**src/rtl/mem_port_arbiter_if.sv**
```systemverilog
// Bundle of requester-side and memory-side signals around the memory port arbiter.
// Modport slave is the arbiter's view; master is the requesters/memory view.
interface mem_port_arbiter_if #(
    parameter int WORD_SIZE  = 32,
    parameter int BLOCK_SIZE = 256
);
    logic                  i_req;
    logic [WORD_SIZE-1:0]  i_addr;
    logic                  i_gnt;
    logic                  i_done;
    logic [BLOCK_SIZE-1:0] i_data0;
    logic [BLOCK_SIZE-1:0] i_data1;

    logic                  d_req;
    logic                  d_we;
    logic [WORD_SIZE-1:0]  d_addr;
    logic [BLOCK_SIZE-1:0] d_wdata;
    logic                  d_gnt;
    logic                  d_done;
    logic [BLOCK_SIZE-1:0] d_rdata;

    logic                  err;

    logic                  mem_en;
    logic                  mem_we;
    logic [WORD_SIZE-1:0]  mem_addr;
    logic [BLOCK_SIZE-1:0] mem_wdata;
    logic [BLOCK_SIZE-1:0] mem_rdata;
    logic                  mem_ready;

    modport slave (
        input  i_req, i_addr, d_req, d_we, d_addr, d_wdata,
        input  mem_rdata, mem_ready,
        output i_gnt, i_done, i_data0, i_data1,
        output d_gnt, d_done, d_rdata, err,
        output mem_en, mem_we, mem_addr, mem_wdata
    );

    modport master (
        output i_req, i_addr, d_req, d_we, d_addr, d_wdata,
        output mem_rdata, mem_ready,
        input  i_gnt, i_done, i_data0, i_data1,
        input  d_gnt, d_done, d_rdata, err,
        input  mem_en, mem_we, mem_addr, mem_wdata
    );
endinterface

```
**src/rtl/mem_port_arbiter.sv**
```systemverilog
// Round-robin owner of the single memory port: I-side paired block refill vs D-side block access.
// Ports: clk, rst_n (async active-low), bus (mem_port_arbiter_if.slave) with requester and memory sides.
module mem_port_arbiter #(
    parameter int WORD_SIZE  = 32,
    parameter int BLOCK_SIZE = 256,
    parameter int TIMEOUT    = 64
) (
    input  logic                  clk,
    input  logic                  rst_n,
    mem_port_arbiter_if.slave     bus
);
    localparam int BLK_BYTES = BLOCK_SIZE / 8;
    localparam int CNT_W     = $clog2(TIMEOUT + 1);

    localparam logic [WORD_SIZE-1:0] OFF_MASK = WORD_SIZE'(BLK_BYTES - 1);
    localparam logic [WORD_SIZE-1:0] BLK_STEP = WORD_SIZE'(BLK_BYTES);
    localparam logic [CNT_W-1:0]     CNT_LAST = CNT_W'(TIMEOUT - 1);

    typedef enum logic [2:0] {
        S_IDLE,
        S_I_FETCH0,
        S_I_FETCH1,
        S_D_ACCESS,
        S_DONE
    } state_e;

    typedef enum logic {
        SIDE_I,
        SIDE_D
    } side_e;

    state_e                state_q, state_d;
    side_e                 last_q, last_d;
    logic [CNT_W-1:0]      cnt_q, cnt_d;
    logic                  to_q, to_d;
    logic [BLOCK_SIZE-1:0] i_data0_q, i_data0_d;
    logic [BLOCK_SIZE-1:0] i_data1_q, i_data1_d;
    logic [BLOCK_SIZE-1:0] d_rdata_q, d_rdata_d;

    logic [WORD_SIZE-1:0]  i_blk;
    logic [WORD_SIZE-1:0]  d_blk;
    logic                  in_mem;

    assign i_blk  = bus.i_addr & ~OFF_MASK;
    assign d_blk  = bus.d_addr & ~OFF_MASK;
    assign in_mem = (state_q == S_I_FETCH0) || (state_q == S_I_FETCH1) ||
                    (state_q == S_D_ACCESS);

    always_ff @(posedge clk or negedge rst_n) begin
        if (!rst_n) begin
            state_q   <= S_IDLE;
            last_q    <= SIDE_D;
            cnt_q     <= '0;
            to_q      <= 1'b0;
            i_data0_q <= '0;
            i_data1_q <= '0;
            d_rdata_q <= '0;
        end else begin
            state_q   <= state_d;
            last_q    <= last_d;
            cnt_q     <= cnt_d;
            to_q      <= to_d;
            i_data0_q <= i_data0_d;
            i_data1_q <= i_data1_d;
            d_rdata_q <= d_rdata_d;
        end
    end

    always_comb begin
        state_d   = state_q;
        last_d    = last_q;
        cnt_d     = cnt_q;
        to_d      = to_q;
        i_data0_d = i_data0_q;
        i_data1_d = i_data1_q;
        d_rdata_d = d_rdata_q;
        unique case (state_q)
            S_IDLE: begin
                cnt_d = '0;
                // On a tie the side that was not served last wins.
                if (bus.i_req && (!bus.d_req || last_q == SIDE_D)) begin
                    state_d = S_I_FETCH0;
                    last_d  = SIDE_I;
                    to_d    = 1'b0;
                end else if (bus.d_req) begin
                    state_d = S_D_ACCESS;
                    last_d  = SIDE_D;
                    to_d    = 1'b0;
                end
            end
            S_I_FETCH0, S_I_FETCH1, S_D_ACCESS: begin
                if (bus.mem_ready) begin
                    cnt_d = '0;
                    if (state_q == S_I_FETCH0) begin
                        i_data0_d = bus.mem_rdata;
                        state_d   = S_I_FETCH1;
                    end else if (state_q == S_I_FETCH1) begin
                        i_data1_d = bus.mem_rdata;
                        state_d   = S_DONE;
                    end else begin
                        if (!bus.d_we) begin
                            d_rdata_d = bus.mem_rdata;
                        end
                        state_d = S_DONE;
                    end
                end else if (cnt_q == CNT_LAST) begin
                    // Abort; an I pair aborted in FETCH0 never issues FETCH1.
                    to_d    = 1'b1;
                    state_d = S_DONE;
                end else begin
                    cnt_d = cnt_q + CNT_W'(1);
                end
            end
            S_DONE: begin
                state_d = S_IDLE;
            end
            default: begin
                state_d = S_IDLE;
            end
        endcase
    end

    // Outputs decode only registered state and live requester inputs.
    always_comb begin
        bus.mem_addr = '0;
        unique case (state_q)
            S_I_FETCH0: bus.mem_addr = i_blk;
            S_I_FETCH1: bus.mem_addr = i_blk + BLK_STEP;
            S_D_ACCESS: bus.mem_addr = d_blk;
            default:    bus.mem_addr = '0;
        endcase
    end

    assign bus.mem_en    = in_mem;
    assign bus.mem_we    = (state_q == S_D_ACCESS) && bus.d_we;
    assign bus.mem_wdata = (state_q == S_D_ACCESS) ? bus.d_wdata : '0;

    assign bus.i_gnt  = (state_q == S_I_FETCH0) || (state_q == S_I_FETCH1);
    assign bus.d_gnt  = (state_q == S_D_ACCESS);
    assign bus.i_done = (state_q == S_DONE) && (last_q == SIDE_I);
    assign bus.d_done = (state_q == S_DONE) && (last_q == SIDE_D);
    assign bus.err    = (state_q == S_DONE) && to_q;

    assign bus.i_data0 = i_data0_q;
    assign bus.i_data1 = i_data1_q;
    assign bus.d_rdata = d_rdata_q;
endmodule

```
**src/flat_wrapper.sv**
```systemverilog
// flat-port wrapper written by rule: the top's interface ports become plain ports
module mem_port_arbiter_flat 
#(
    parameter int WORD_SIZE  = 32,
    parameter int BLOCK_SIZE = 256,
    parameter int TIMEOUT    = 64
)
  (clk, rst_n, bus_i_req, bus_i_addr, bus_d_req, bus_d_we, bus_d_addr, bus_d_wdata, bus_mem_rdata, bus_mem_ready, bus_i_gnt, bus_i_done, bus_i_data0, bus_i_data1, bus_d_gnt, bus_d_done, bus_d_rdata, bus_err, bus_mem_en, bus_mem_we, bus_mem_addr, bus_mem_wdata);
  mem_port_arbiter_if #(.WORD_SIZE(WORD_SIZE), .BLOCK_SIZE(BLOCK_SIZE)) bus_i ();
  input  logic clk;
  input  logic rst_n;
  input wire logic [$bits(bus_i.i_req)-1:0] bus_i_req;
  input wire logic [$bits(bus_i.i_addr)-1:0] bus_i_addr;
  input wire logic [$bits(bus_i.d_req)-1:0] bus_d_req;
  input wire logic [$bits(bus_i.d_we)-1:0] bus_d_we;
  input wire logic [$bits(bus_i.d_addr)-1:0] bus_d_addr;
  input wire logic [$bits(bus_i.d_wdata)-1:0] bus_d_wdata;
  input wire logic [$bits(bus_i.mem_rdata)-1:0] bus_mem_rdata;
  input wire logic [$bits(bus_i.mem_ready)-1:0] bus_mem_ready;
  output wire logic [$bits(bus_i.i_gnt)-1:0] bus_i_gnt;
  output wire logic [$bits(bus_i.i_done)-1:0] bus_i_done;
  output wire logic [$bits(bus_i.i_data0)-1:0] bus_i_data0;
  output wire logic [$bits(bus_i.i_data1)-1:0] bus_i_data1;
  output wire logic [$bits(bus_i.d_gnt)-1:0] bus_d_gnt;
  output wire logic [$bits(bus_i.d_done)-1:0] bus_d_done;
  output wire logic [$bits(bus_i.d_rdata)-1:0] bus_d_rdata;
  output wire logic [$bits(bus_i.err)-1:0] bus_err;
  output wire logic [$bits(bus_i.mem_en)-1:0] bus_mem_en;
  output wire logic [$bits(bus_i.mem_we)-1:0] bus_mem_we;
  output wire logic [$bits(bus_i.mem_addr)-1:0] bus_mem_addr;
  output wire logic [$bits(bus_i.mem_wdata)-1:0] bus_mem_wdata;
  assign bus_i.i_req = bus_i_req;
  assign bus_i.i_addr = bus_i_addr;
  assign bus_i.d_req = bus_d_req;
  assign bus_i.d_we = bus_d_we;
  assign bus_i.d_addr = bus_d_addr;
  assign bus_i.d_wdata = bus_d_wdata;
  assign bus_i.mem_rdata = bus_mem_rdata;
  assign bus_i.mem_ready = bus_mem_ready;
  assign bus_i_gnt = bus_i.i_gnt;
  assign bus_i_done = bus_i.i_done;
  assign bus_i_data0 = bus_i.i_data0;
  assign bus_i_data1 = bus_i.i_data1;
  assign bus_d_gnt = bus_i.d_gnt;
  assign bus_d_done = bus_i.d_done;
  assign bus_d_rdata = bus_i.d_rdata;
  assign bus_err = bus_i.err;
  assign bus_mem_en = bus_i.mem_en;
  assign bus_mem_we = bus_i.mem_we;
  assign bus_mem_addr = bus_i.mem_addr;
  assign bus_mem_wdata = bus_i.mem_wdata;
  mem_port_arbiter #(.WORD_SIZE(WORD_SIZE), .BLOCK_SIZE(BLOCK_SIZE), .TIMEOUT(TIMEOUT)) u_core (.clk(clk), .rst_n(rst_n), .bus(bus_i));
endmodule
```
**config.mk**
```make
export PLATFORM = sky130hd
export DESIGN_NAME = mem_port_arbiter_flat
export DESIGN_NICKNAME = d
export VERILOG_FILES = /design/src/rtl/mem_port_arbiter_if.sv /design/src/rtl/mem_port_arbiter.sv /design/src/flat_wrapper.sv
export SDC_FILE = /design/constraint.sdc
export NUM_CORES = 1
export LEC_CHECK = 0
export BUFFER_PORTS_ARGS = -buffer_cell sky130_fd_sc_hd__clkbuf_2
export CAP_MARGIN = 20
export CORE_AREA = 2 2 641 643
export DETAILED_ROUTE_END_ITERATION = 7
export DIE_AREA = 0 0 643 645
export REMOVE_ABC_BUFFERS = 1
export SETUP_SLACK_MARGIN = 0.05
export SKIP_LAST_GASP = 1
export SYNTH_ARGS = -nofsm -noshare
export SYNTH_HDL_FRONTEND = slang
export SYNTH_SLANG_ARGS = --single-unit
export TNS_END_PERCENT = 10
```
**constraint.sdc**
```tcl
create_clock -name clk -period 4.65 [get_ports clk]
set_input_delay 0.2325 -clock clk [delete_from_list [all_inputs] [get_ports clk]]
set_output_delay 0.2325 -clock clk [all_outputs]
set_load 0.02 [all_outputs]
```
Yosys cells after proc, flatten, opt, wreduce, memory -nomap -nowiden
Index checks and enable logic that the tools add are counted.
Word-level totals
  bits in registers: 780
  bits of input ports: 582
  output and inout port bits: 1063
  word-level logic and storage cells: 61
Cells by class
  add/sub/neg operators: 2
  eq/ne operators: 10
  multiplexer cells: 18
  bitwise gates (word level): 4
  reduce and logical (&&, ||, !) cells: 20
Operators with widths (count)
  two-way mux 256 bit: 1
  one-hot mux 32 bit (3 select lines): 1
  adder 32 x 6 -> 32 bit (second input constant): 1
  two-way mux 3 bit: 5
  two-way mux 7 bit: 2
  one-hot mux 7 bit (2 select lines): 1
  AND reduction 4 bit: 2
  adder 7 x 1 -> 7 bit (second input constant): 1
  equality test 7 x 6 -> 1 bit (second input constant): 1
  equality test 3 x 2 -> 1 bit (second input constant): 2
  two-way mux 1 bit: 6
  != test 3 x 2 -> 1 bit (second input constant): 2
  one-hot mux 3 bit (2 select lines): 1
  AND reduction 2 bit: 3
  logical AND 1 bit: 5
  AND reduction 5 bit: 1
  NOT 1 bit: 4
  nonzero test 2 bit: 2
  equality test 3 x 1 -> 1 bit (second input constant): 1
  equality test 3 bit (second input constant): 1
  zero test 3 bit: 1
  logical OR 1 bit: 3
  != test 3 bit (second input constant): 1
  AND reduction 3 bit: 1
  5 further kinds: 5

Depth between registers and ports, before layout
Gate-level depths: netlist of the first run.
  word-level depth: 5
  mapped depth: 9

Least setup slack after synthesis of the first run
Ideal clock, no wire load.
  path type: reg-to-output
  start: reg u_core.state_q[1]
  end: out bus_mem_addr[5]
  arrival time: 2029 ps
  required time: 4418 ps
  setup slack: 2388 ps
  cell stages (with the launch flop): 5
  buffers on the path: 2
  cell sequence: dfrtp_1 -> buf_2 -> buf_2 -> nor2_1 -> a2111oi_0
Between the ends
  word-level cells in the longest chain between the ends: 2
Ends and longest elaborated chain
  start, declared: RTL line mem_port_arbiter.sv:32  | state_e state_q, state_d;
  start signal, assigned: RTL line mem_port_arbiter.sv:59  | state_q <= state_d;
  equality test 3 x 2 -> 1 bit / equality test 3 x 1 -> 1 bit (equally long branches): RTL line mem_port_arbiter.sv:126  | unique case (state_q)
  one-hot mux 32 bit (3 select lines) (*): RTL line mem_port_arbiter.sv:126
  end, declared: RTL line flat_wrapper.sv:30  | output wire logic [$bits(bus_i.mem_addr)-1:0] bus_mem_addr;
Mark *: on every way between the ends. The rest lies on a longest branch, timed or not.

Final worst setup path of the first run
  start: reg u_core.state_q[0]
  end: out bus_mem_wdata[60]
Between the ends
  word-level cells in the longest chain between the ends: 2
Ends and longest elaborated chain
  equality test 3 x 2 -> 1 bit: RTL line mem_port_arbiter.sv:136  | assign bus.mem_wdata = (state_q == S_D_ACCESS) ? bus.d_wdata : '0;
  two-way mux 256 bit: RTL line mem_port_arbiter.sv:136
  end, declared: RTL line flat_wrapper.sv:31  | output wire logic [$bits(bus_i.mem_wdata)-1:0] bus_mem_wdata;
Every way passes these cells.

==> results of run 1 <==
[placed cells by master, fill, tap and decap left out, types with 3 or more instances in the layout]
| master | Yosys | final |
|---|---|---|
| inv_6 | 0 | 3 |
| inv_1 | 4 | 4 |
| mux2_2 | 493 | 493 |
| mux2_1 | 277 | 277 |
| nor3_1 | 8 | 8 |
| a31oi_1 | 3 | 3 |
| mux2i_1 | 13 | 13 |
| and3_1 | 3 | 3 |
| nand2b_1 | 3 | 3 |
| nor4_1 | 3 | 3 |
| clkinvlp_4 | 0 | 5 |
| xnor2_1 | 6 | 6 |
| clkbuf_1 | 33 | 18 |
| inv_8 | 0 | 6 |
| conb_1 | 1 | 5 |
| clkbuf_8 | 0 | 17 |
| clkinv_2 | 0 | 11 |
| nand4_1 | 10 | 10 |
| diode_2 | 0 | 86 |
| buf_4 | 46 | 23 |
| nand3_1 | 19 | 19 |
| a22oi_1 | 7 | 7 |
| and2_1 | 260 | 258 |
| bufinv_16 | 0 | 6 |
| o22ai_1 | 7 | 7 |
| o21ai_0 | 13 | 13 |
| or3_1 | 4 | 4 |
| dfrtp_1 | 779 | 779 |
| clkinv_4 | 0 | 3 |
| xor2_1 | 14 | 14 |
| clkbuf_2 | 0 | 1628 |
| a21oi_1 | 17 | 17 |
| dlygate4sd3_1 | 0 | 257 |
| buf_12 | 0 | 24 |
| nand2_1 | 14 | 14 |
| nor2_1 | 28 | 27 |
| clkbuf_16 | 0 | 99 |
[power by group through the flow]
stage | Sequential (mW) | Combinational (mW) | Clock, mW
after detailed placement | 12.0 | 17.2 | 0
final | 11.9 | 17.0 | 7.86
after CTS | 11.9 | 17.5 | 8.17
after floorplan | 16.1 | 5.36 | 0
after global routing | 12.3 | 17.9 | 8.37
after global placement | 11.8 | 17.1 | 0
[critical path: stages (launching register included)]
cell and delay, ns:
dfrtp_1 0.56, nand2b_1 0.42, nor2_4 0.17, buf_4 0.46, buf_12 0.35, and2_1 0.34
clkbuf_2 0.22
[synth_stat cells (all sizes together) (13+ instances only)]
master	n	area, sq um
mux2	770	8670
buf	98	668
o21ai	13	65.1
and2	260	1630
nand2	14	52.6
dfrtp	779	19500
clkbuf	33	124
mux2i	13	130
a21oi	17	85.1
xor2	14	123
nor2	28	105
nand3	19	95.1
[state kept, by name, summed over array words and instances (netlist names)]
register and count:
u_core.bus.d_rdata 256, u_core.bus.i_data0 256, u_core.bus.i_data1 256, u_core.cnt_q 7
u_core.last_q 1, u_core.state_q 3, u_core.to_q 1
[cell type report]
type                            count  area [sq um]  share of cell area
Sequential cell                   780         19500               0.370
Multi-Input combinational cell   1233         11600               0.220
Antenna cell                       86           215             0.00408
Clock buffer                      134          2780              0.0527
Clock inverter                     36           425             0.00806
Timing Repair Buffer             1933         11400               0.216
Tap cell                         5451          6820               0.129
Inverter                            6          22.5            0.000427
[kinds of logic (layout without fill, tap and decap cells)]
logic type / count (synthesis) / in the layout / synth area share
flops: 780 / 780 / 0.612
compound gates: 58 / 58 / 0.0112
mux: 783 / 783 / 0.276
other cells: 1 / 91 / 0.000118
fa+ha+maj: 2 / 2 / 0.000784
xor+xnor: 20 / 20 / 0.00549
buf+inv: 137 / 2109 / 0.0255
simple gates: 365 / 365 / 0.0689
[per-layer routing]
layer  vias up  track usage  routed length, um
li1      11400            -                  -
met4        94       0.0567              14000
met5         -            0                637
met1     13900        0.130              95300
met2      1524        0.238             146000
met3       586       0.0349              18100
[what timing repair did]
item / CTS / global route
hold endpoints to repair: 838 / 1
hold buffers: 257 / 1
endpoints found under the setup margin: 0 / 0
[worst paths after layout]
kind,from,end
max,u_core.state_q[0],bus_mem_wdata[60]
min,bus_mem_rdata[181],u_core.bus.i_data1[181]
max reg2reg,u_core.state_q[1],u_core.bus.i_data1[74]
min reg2reg,u_core.bus.d_rdata[252],u_core.bus.d_rdata[252]
max in group asynchronous,rst_n,u_core.bus.i_data1[67]
min in group asynchronous,rst_n,u_core.bus.i_data0[91]
==> flow_summary.ini, run 1 <==
[setup_path]
worst-r2r-setup-slack_ns = 1.54
crit_type = flop to primary output
critPathArrivalTime_ns = 3.69
cp.required_ns = 4.42
startpoint_type = flop
cp_max_fo = 139
rr_worst_depth = 7
end_kind = primary output

[grt]
grt_pass1_wl_um = 333000
grt_pass1_vias = 26800
grt-ovfl-total = 0
antenna_found_initial = 247
grt_util_all_layers = 0.127
grt_max_degree = 140

[sta]
relSlewSlack = 0.421
drv_slew = 0
finalHoldViolCount = 0
timing.hold.ws_ns = 0.0288
period_share = 0.843
worst_slack_ns = 0.732
setup_viol = 0
rsz0062_at_grt = no
fmax_ghz = 0.255
tightest_slew_ns = 0.869
setup_tns_ns = 0
skew_ns = 0.110
min_period_ns = 3.92

[outcome]
status = completed

[logic_synthesis]
synthArstFlopShare = 1.00
netlist_instances = 2146
syn_area_per_cell_sq_um = 14.9
ys_warn_count = 0
ys_types = 50
synth_edf_count = 0
ys_ff_latch = 780
synth_ff_type = dfrtp_1
syn-cell-area_sq_um = 31900
synth_seq_area_share = 0.612

[hold_path]
min_path_cells = 2
hold_path_class = input port to flop

[route]
firstDrtPassIters = 5
wirelength_um = 274000
antenna_left = 0
via_per_inst = 2.84
drt-wirelength-per-cell_um = 28.4
dr.first_iter.drc_count = 1918
num_vias = 27500
route.detailed.drc = 0

[floorplanning]
io_pins = 1645
die_h_um = 645
row_count = 235
die_area_sq_um = 415000
core_sq_um = 408000
start_util = 0.0781
die_x_um = 643

[final_layout]
utilization = 0.129
final_cell_count_no_fill = 9659
postLayoutCellArea_sq_um = 52800
drive_above_1_share = 0.566
fillers = 46600
fin_nets = 4635
syn2layout_area_growth_pct = 65.4

[pwr]
clock_power_share = 0.213
power_frac_comb = 0.463
seq_power_share = 0.324
swShare = 0.438
max-vdd-ir-drop_mv = 0.474
power.density_nw_per_um2 = 698
intPower_mw = 20.7
p_total_mw = 36.8
power_switching_mw = 16.1
leakage_nw = 23.7

[placement]
routabilityCongestion = 0.921
portBuffers = 1629
dp_cells = 9145
placed_cell_area_sq_um = 46700
place_hpwl_um = 240000
dp_slack_ns = 1.58

[cts]
clock_latency_ns = 0.86
clock_sinks = 780
cts_tree = built
ctsResizeCount = 0
htreeDepth = 3
cts_setup_buffers = 0
cts.clk_slew.worst_paths_ns = 0.07
numCtsBuffers = 97
cts-root-buf = clkbuf_16
clk_path_buf_depth = 4

[job]
cap_viol_max_count = 0
No activity file was read; power rests on OpenSTA's default activity.
==> run 2, diff against run 1 <==
- CORE_AREA: 2 2 641 643 -> 2 2 642 644
- DIE_AREA: 0 0 643 645 -> 0 0 644 646
- clock period: 4.65 -> 3.37 ns (I/O delays scaled with it)
==> flow_summary.ini, run 2 (synthesis gave the netlist of run 1 again) <==
[outcome]
status = completed

[placement]
place_hpwl_um = 241000
dp_slack_ns = 0.210
placed_cell_area_sq_um = 47400
routabilityCongestion = 0.952
portBuffers = 1629
dp_cells = 9198

[grt]
grt_pass1_vias = 27300
grt_pass1_wl_um = 333000
grt-ovfl-total = 0
grt_max_degree = 89
grt_util_all_layers = 0.126
antenna_found_initial = 240

[pwr]
power_switching_mw = 22.5
power.density_nw_per_um2 = 958
leakage_nw = 24.0
max-vdd-ir-drop_mv = 0.639
seq_power_share = 0.322
p_total_mw = 51.2
clock_power_share = 0.209
intPower_mw = 28.7
swShare = 0.439
power_frac_comb = 0.469

[cts]
numCtsBuffers = 96
cts.clk_slew.worst_paths_ns = 0.06
cts-root-buf = clkbuf_16
cts_tree = built
clock_latency_ns = 0.84
clk_path_buf_depth = 4
ctsResizeCount = 0
htreeDepth = 3
clock_sinks = 780

[setup_path]
critPathMostFrequentCell = clkbuf_2
crit_end = bus_mem_addr[20]
max_stage_delay_ns = 0.60
crit_buf_inv = 3
path_depth = 8
crit_type = input port to primary output
worst-r2r-setup-slack_ns = 0.83
slowest_stage = nand4_1
worstSetupStartpoint = bus_i_addr[5]
rr_worst_depth = 6
cp_max_fo = 6
rr_startpoint = u_core.state_q[0]
cp.required_ns = 3.20
path_cells = clkbuf_2 -> nand4_1 -> nor4_2 -> buf_4 -> xor2_1 -> a21oi_1 -> nor2_1 -> clkbuf_2
critPathArrivalTime_ns = 2.99
r2r-end = u_core.bus.d_rdata[209]
end_kind = primary output
startpoint_type = input port
cp_top_family = simple AND/OR/NAND/NOR gates

[final_layout]
drive_above_1_share = 0.570
final_cell_count_no_fill = 9721
final_common_cell = clkbuf_2
syn2layout_area_growth_pct = 67.7
postLayoutCellArea_sq_um = 53500
layout_common_cells = clkbuf_2, dfrtp_1, mux2_2, mux2_1, dlygate4sd3_1
fin_nets = 4694
utilization = 0.131

[job]
cap_viol_max_count = 0

[sta]
worst_slack_ns = 0.212
relSlewSlack = 0.404
setup_tns_ns = 0
timing.hold.ws_ns = 0.135
rsz0062_at_grt = no
tightest_slew_ns = 0.894
period_share = 0.937
min_period_ns = 3.16
setup_viol = 0
drv_slew = 0
skew_ns = 0.0956
finalHoldViolCount = 0
fmax_ghz = 0.317

[route]
wirelength_um = 273000
antenna_left = 0
route.detailed.drc = 0
drt-wirelength-per-cell_um = 28.1
num_vias = 27800
firstDrtPassIters = 5
via_per_inst = 2.86
dr.first_iter.drc_count = 1445

[floorplanning]
die_x_um = 644
die_h_um = 646
core_sq_um = 409000
die_area_sq_um = 416000
start_util = 0.0780
row_count = 235
io_pins = 1645

[hold_path]
min_from = bus_mem_rdata[189]
hold_path_class = input port to flop
==> run 2: timing repair <==
action	CTS	global route
hold endpoints to repair	846	0
buffers inserted	1	0
setup endpoints to repair	156	0
hold buffers	264	0
==> run 2: area by class of cell <==
type                            count  area, sq um
Fill cell                       46400       355000
Sequential cell                   780        19500
Timing Repair Buffer             1993        12100
Multi-Input combinational cell   1233        11600
Tap cell                         5451         6820
Clock buffer                      129         2680
Clock inverter                     39          484
Antenna cell                       90          225
Inverter                            6         22.5
==> run 2: power groups by stage <==
stage / combinational [mW] / clock [mW] / sequential [mW]
2_1_floorplan: 7.40 / 0 / 22.2
3_3_place_gp: 24.0 / 0 / 16.4
3_5_place_dp: 24.2 / 0 / 16.6
4_1_cts: 24.7 / 11.1 / 16.5
5_1_grt: 25.3 / 11.4 / 17.1
6_report: 24.0 / 10.7 / 16.5
==> run 2: worst min path at each step <==
stage / cells after the start / to / slack [ns]
floorplan: 0 / u_core.bus.d_rdata[0] / -0.13
global placement: 1 / u_core.bus.i_data1[5] / 0.31
detailed placement: 1 / u_core.bus.i_data1[5] / 0.31
CTS: 3 / u_core.bus.d_rdata[189] / 0.01
global route: 3 / u_core.bus.d_rdata[164] / 0.07
finish: 3 / u_core.bus.d_rdata[189] / 0.14
==> run 2: worst register-to-register path, delay by kind of cell, from the launching register on <==
family	cells	cell delay, ns
buf+inv	3	0.97
flops	1	0.54
mux	1	0.37
simple gates	2	0.47
==> run 2: metal layers <==
layer  track usage  part of all wire  vias to the layer above
met2         0.243              0.55                     1525
met1         0.124              0.33                    14100
met4        0.0559             0.049                       82
met3        0.0361             0.068                      583
met5             0            0.0020                        -
li1              -                 -                    11500
==> run 3, diff against run 2 <==
- RECOVER_POWER: unset -> 50
==> flow_summary.ini, run 3 (synthesis gave the netlist of run 1 again) <==
[job]
cap_viol_max_count = 6

[grt]
grt-ovfl-total = 0
grt_util_all_layers = 0.126
grt_pass1_wl_um = 333000
grt_max_degree = 89
antenna_found_initial = 240
grt_pass1_vias = 27300

[floorplanning]
core_sq_um = 409000
die_h_um = 646
die_x_um = 644
start_util = 0.0780
io_pins = 1645
row_count = 235
die_area_sq_um = 416000

[pwr]
power_frac_comb = 0.459
power.density_nw_per_um2 = 956
intPower_mw = 27.7
swShare = 0.448
seq_power_share = 0.328
clock_power_share = 0.213
p_total_mw = 50.2
leakage_nw = 22.0
power_switching_mw = 22.5
max-vdd-ir-drop_mv = 0.614

[hold_path]
whs_endpoint = u_core.bus.d_rdata[189]
min_from = bus_mem_rdata[189]
hold_path_class = input port to flop
min_path_cells = 3

[placement]
dp_slack_ns = 0.210
routabilityCongestion = 0.952
dp_cells = 9198
place_hpwl_um = 241000
portBuffers = 1629
placed_cell_area_sq_um = 47400

[sta]
timing.hold.ws_ns = 0.132
drv_slew = 339
rsz0062_at_grt = no
tightest_slew_ns = 1.78
min_period_ns = 3.12
setup_tns_ns = 0
period_share = 0.925
setup_viol = 0
relSlewSlack = -0.189
worst_slack_ns = 0.252
skew_ns = 0.0949
fmax_ghz = 0.321
finalHoldViolCount = 0

[outcome]
violations = max-capacitance violations, max-slew violations
status = finished, violations left

[setup_path]
max_stage_delay_ns = 0.59
cp.required_ns = 3.20
cp_max_fo = 6
rr_startpoint = u_core.state_q[0]
end_kind = primary output
crit_type = input port to primary output
startpoint_type = input port
r2r-end = u_core.bus.d_rdata[209]
slowest_stage = nand4_1
critPathMostFrequentCell = clkbuf_2
critPathArrivalTime_ns = 2.95
rr_worst_depth = 6
path_cells = clkbuf_2 -> nand4_1 -> nor4_2 -> buf_4 -> xor2_1 -> a21oi_1 -> nor2_1 -> clkbuf_2
worst-r2r-setup-slack_ns = 0.82

[cts]
clock_latency_ns = 0.84
htreeDepth = 3
clock_sinks = 780
cts.clk_slew.worst_paths_ns = 0.06
clk_path_buf_depth = 4
cts_tree = built
cts-root-buf = clkbuf_16
numCtsBuffers = 96

[final_layout]
fillers = 46700
final_cell_count_no_fill = 9715
final_common_cell = clkbuf_2
multi_input_area_sq_um = 11600
utilization = 0.128
postLayoutCellArea_sq_um = 52500
seqCellArea_sq_um = 19500
layout_common_cells = clkbuf_2, dfrtp_1, clkbuf_1, mux2_2, mux2_1
fin_nets = 4694
drive_above_1_share = 0.418
syn2layout_area_growth_pct = 64.6

[route]
via_per_inst = 2.86
drt-wirelength-per-cell_um = 28.2
route.detailed.drc = 0
antenna_left = 0
firstDrtPassIters = 5
wirelength_um = 274000
num_vias = 27800
dr.first_iter.drc_count = 1443
-- run 3: layout make-up --
cell class                      count  share of cell area
Clock buffer                      129              0.0510
Sequential cell                   780               0.372
Timing Repair Buffer             1993               0.213
Clock inverter                     39             0.00922
Antenna cell                       84             0.00400
Multi-Input combinational cell   1233               0.221
Inverter                            6            0.000429
Tap cell                         5451               0.130
-- run 3: worst max path at each step --
stage / from / to / slack, ns / depth (start not counted)
floorplan: u_core.state_q[1] / u_core.bus.d_rdata[201] / -6.98 / 3
global placement: bus_i_addr[5] / bus_mem_addr[20] / 0.17 / 8
detailed placement: bus_i_addr[5] / bus_mem_addr[20] / 0.21 / 8
CTS: u_core.state_q[0] / bus_mem_wdata[17] / 0.13 / 8
global route: u_core.state_q[0] / bus_mem_wdata[17] / 0.08 / 8
finish: bus_i_addr[5] / bus_mem_addr[20] / 0.25 / 8
-- run 3: layer usage --
metal	part of all wire	vias to the layer above	global-route usage
met5	0.0020	-	0
met4	0.047	86	0.0559
met3	0.070	585	0.0361
met2	0.55	1527	0.243
met1	0.33	14100	0.124
li1	-	11500	-
-- run 3: power groups by stage --
stage / Clock [mW] / Combinational [mW] / Sequential [mW]
after floorplan: 0 / 7.40 / 22.2
final: 10.7 / 23.0 / 16.5
after detailed placement: 0 / 24.2 / 16.6
after global placement: 0 / 24.0 / 16.4
after CTS: 11.1 / 24.7 / 16.5
after global routing: 11.4 / 24.3 / 17.0
-- run 3: timing repair --
action                                  4_1_cts  5_1_grt
hold buffers                                264        0
hold endpoints to repair                    846        0
endpoints found under the setup margin      156        0
gates resized for setup                       0        0
setup buffers                                 1        0
-- run 3: critical path, delay by kind of cell --
family / cells / cell delay (ns)
AO/OA/AOI/OAI: 1 / 0.14
XOR/XNOR: 1 / 0.53
AND/OR/NAND/NOR: 3 / 1.45
buffers and inverters: 3 / 0.64
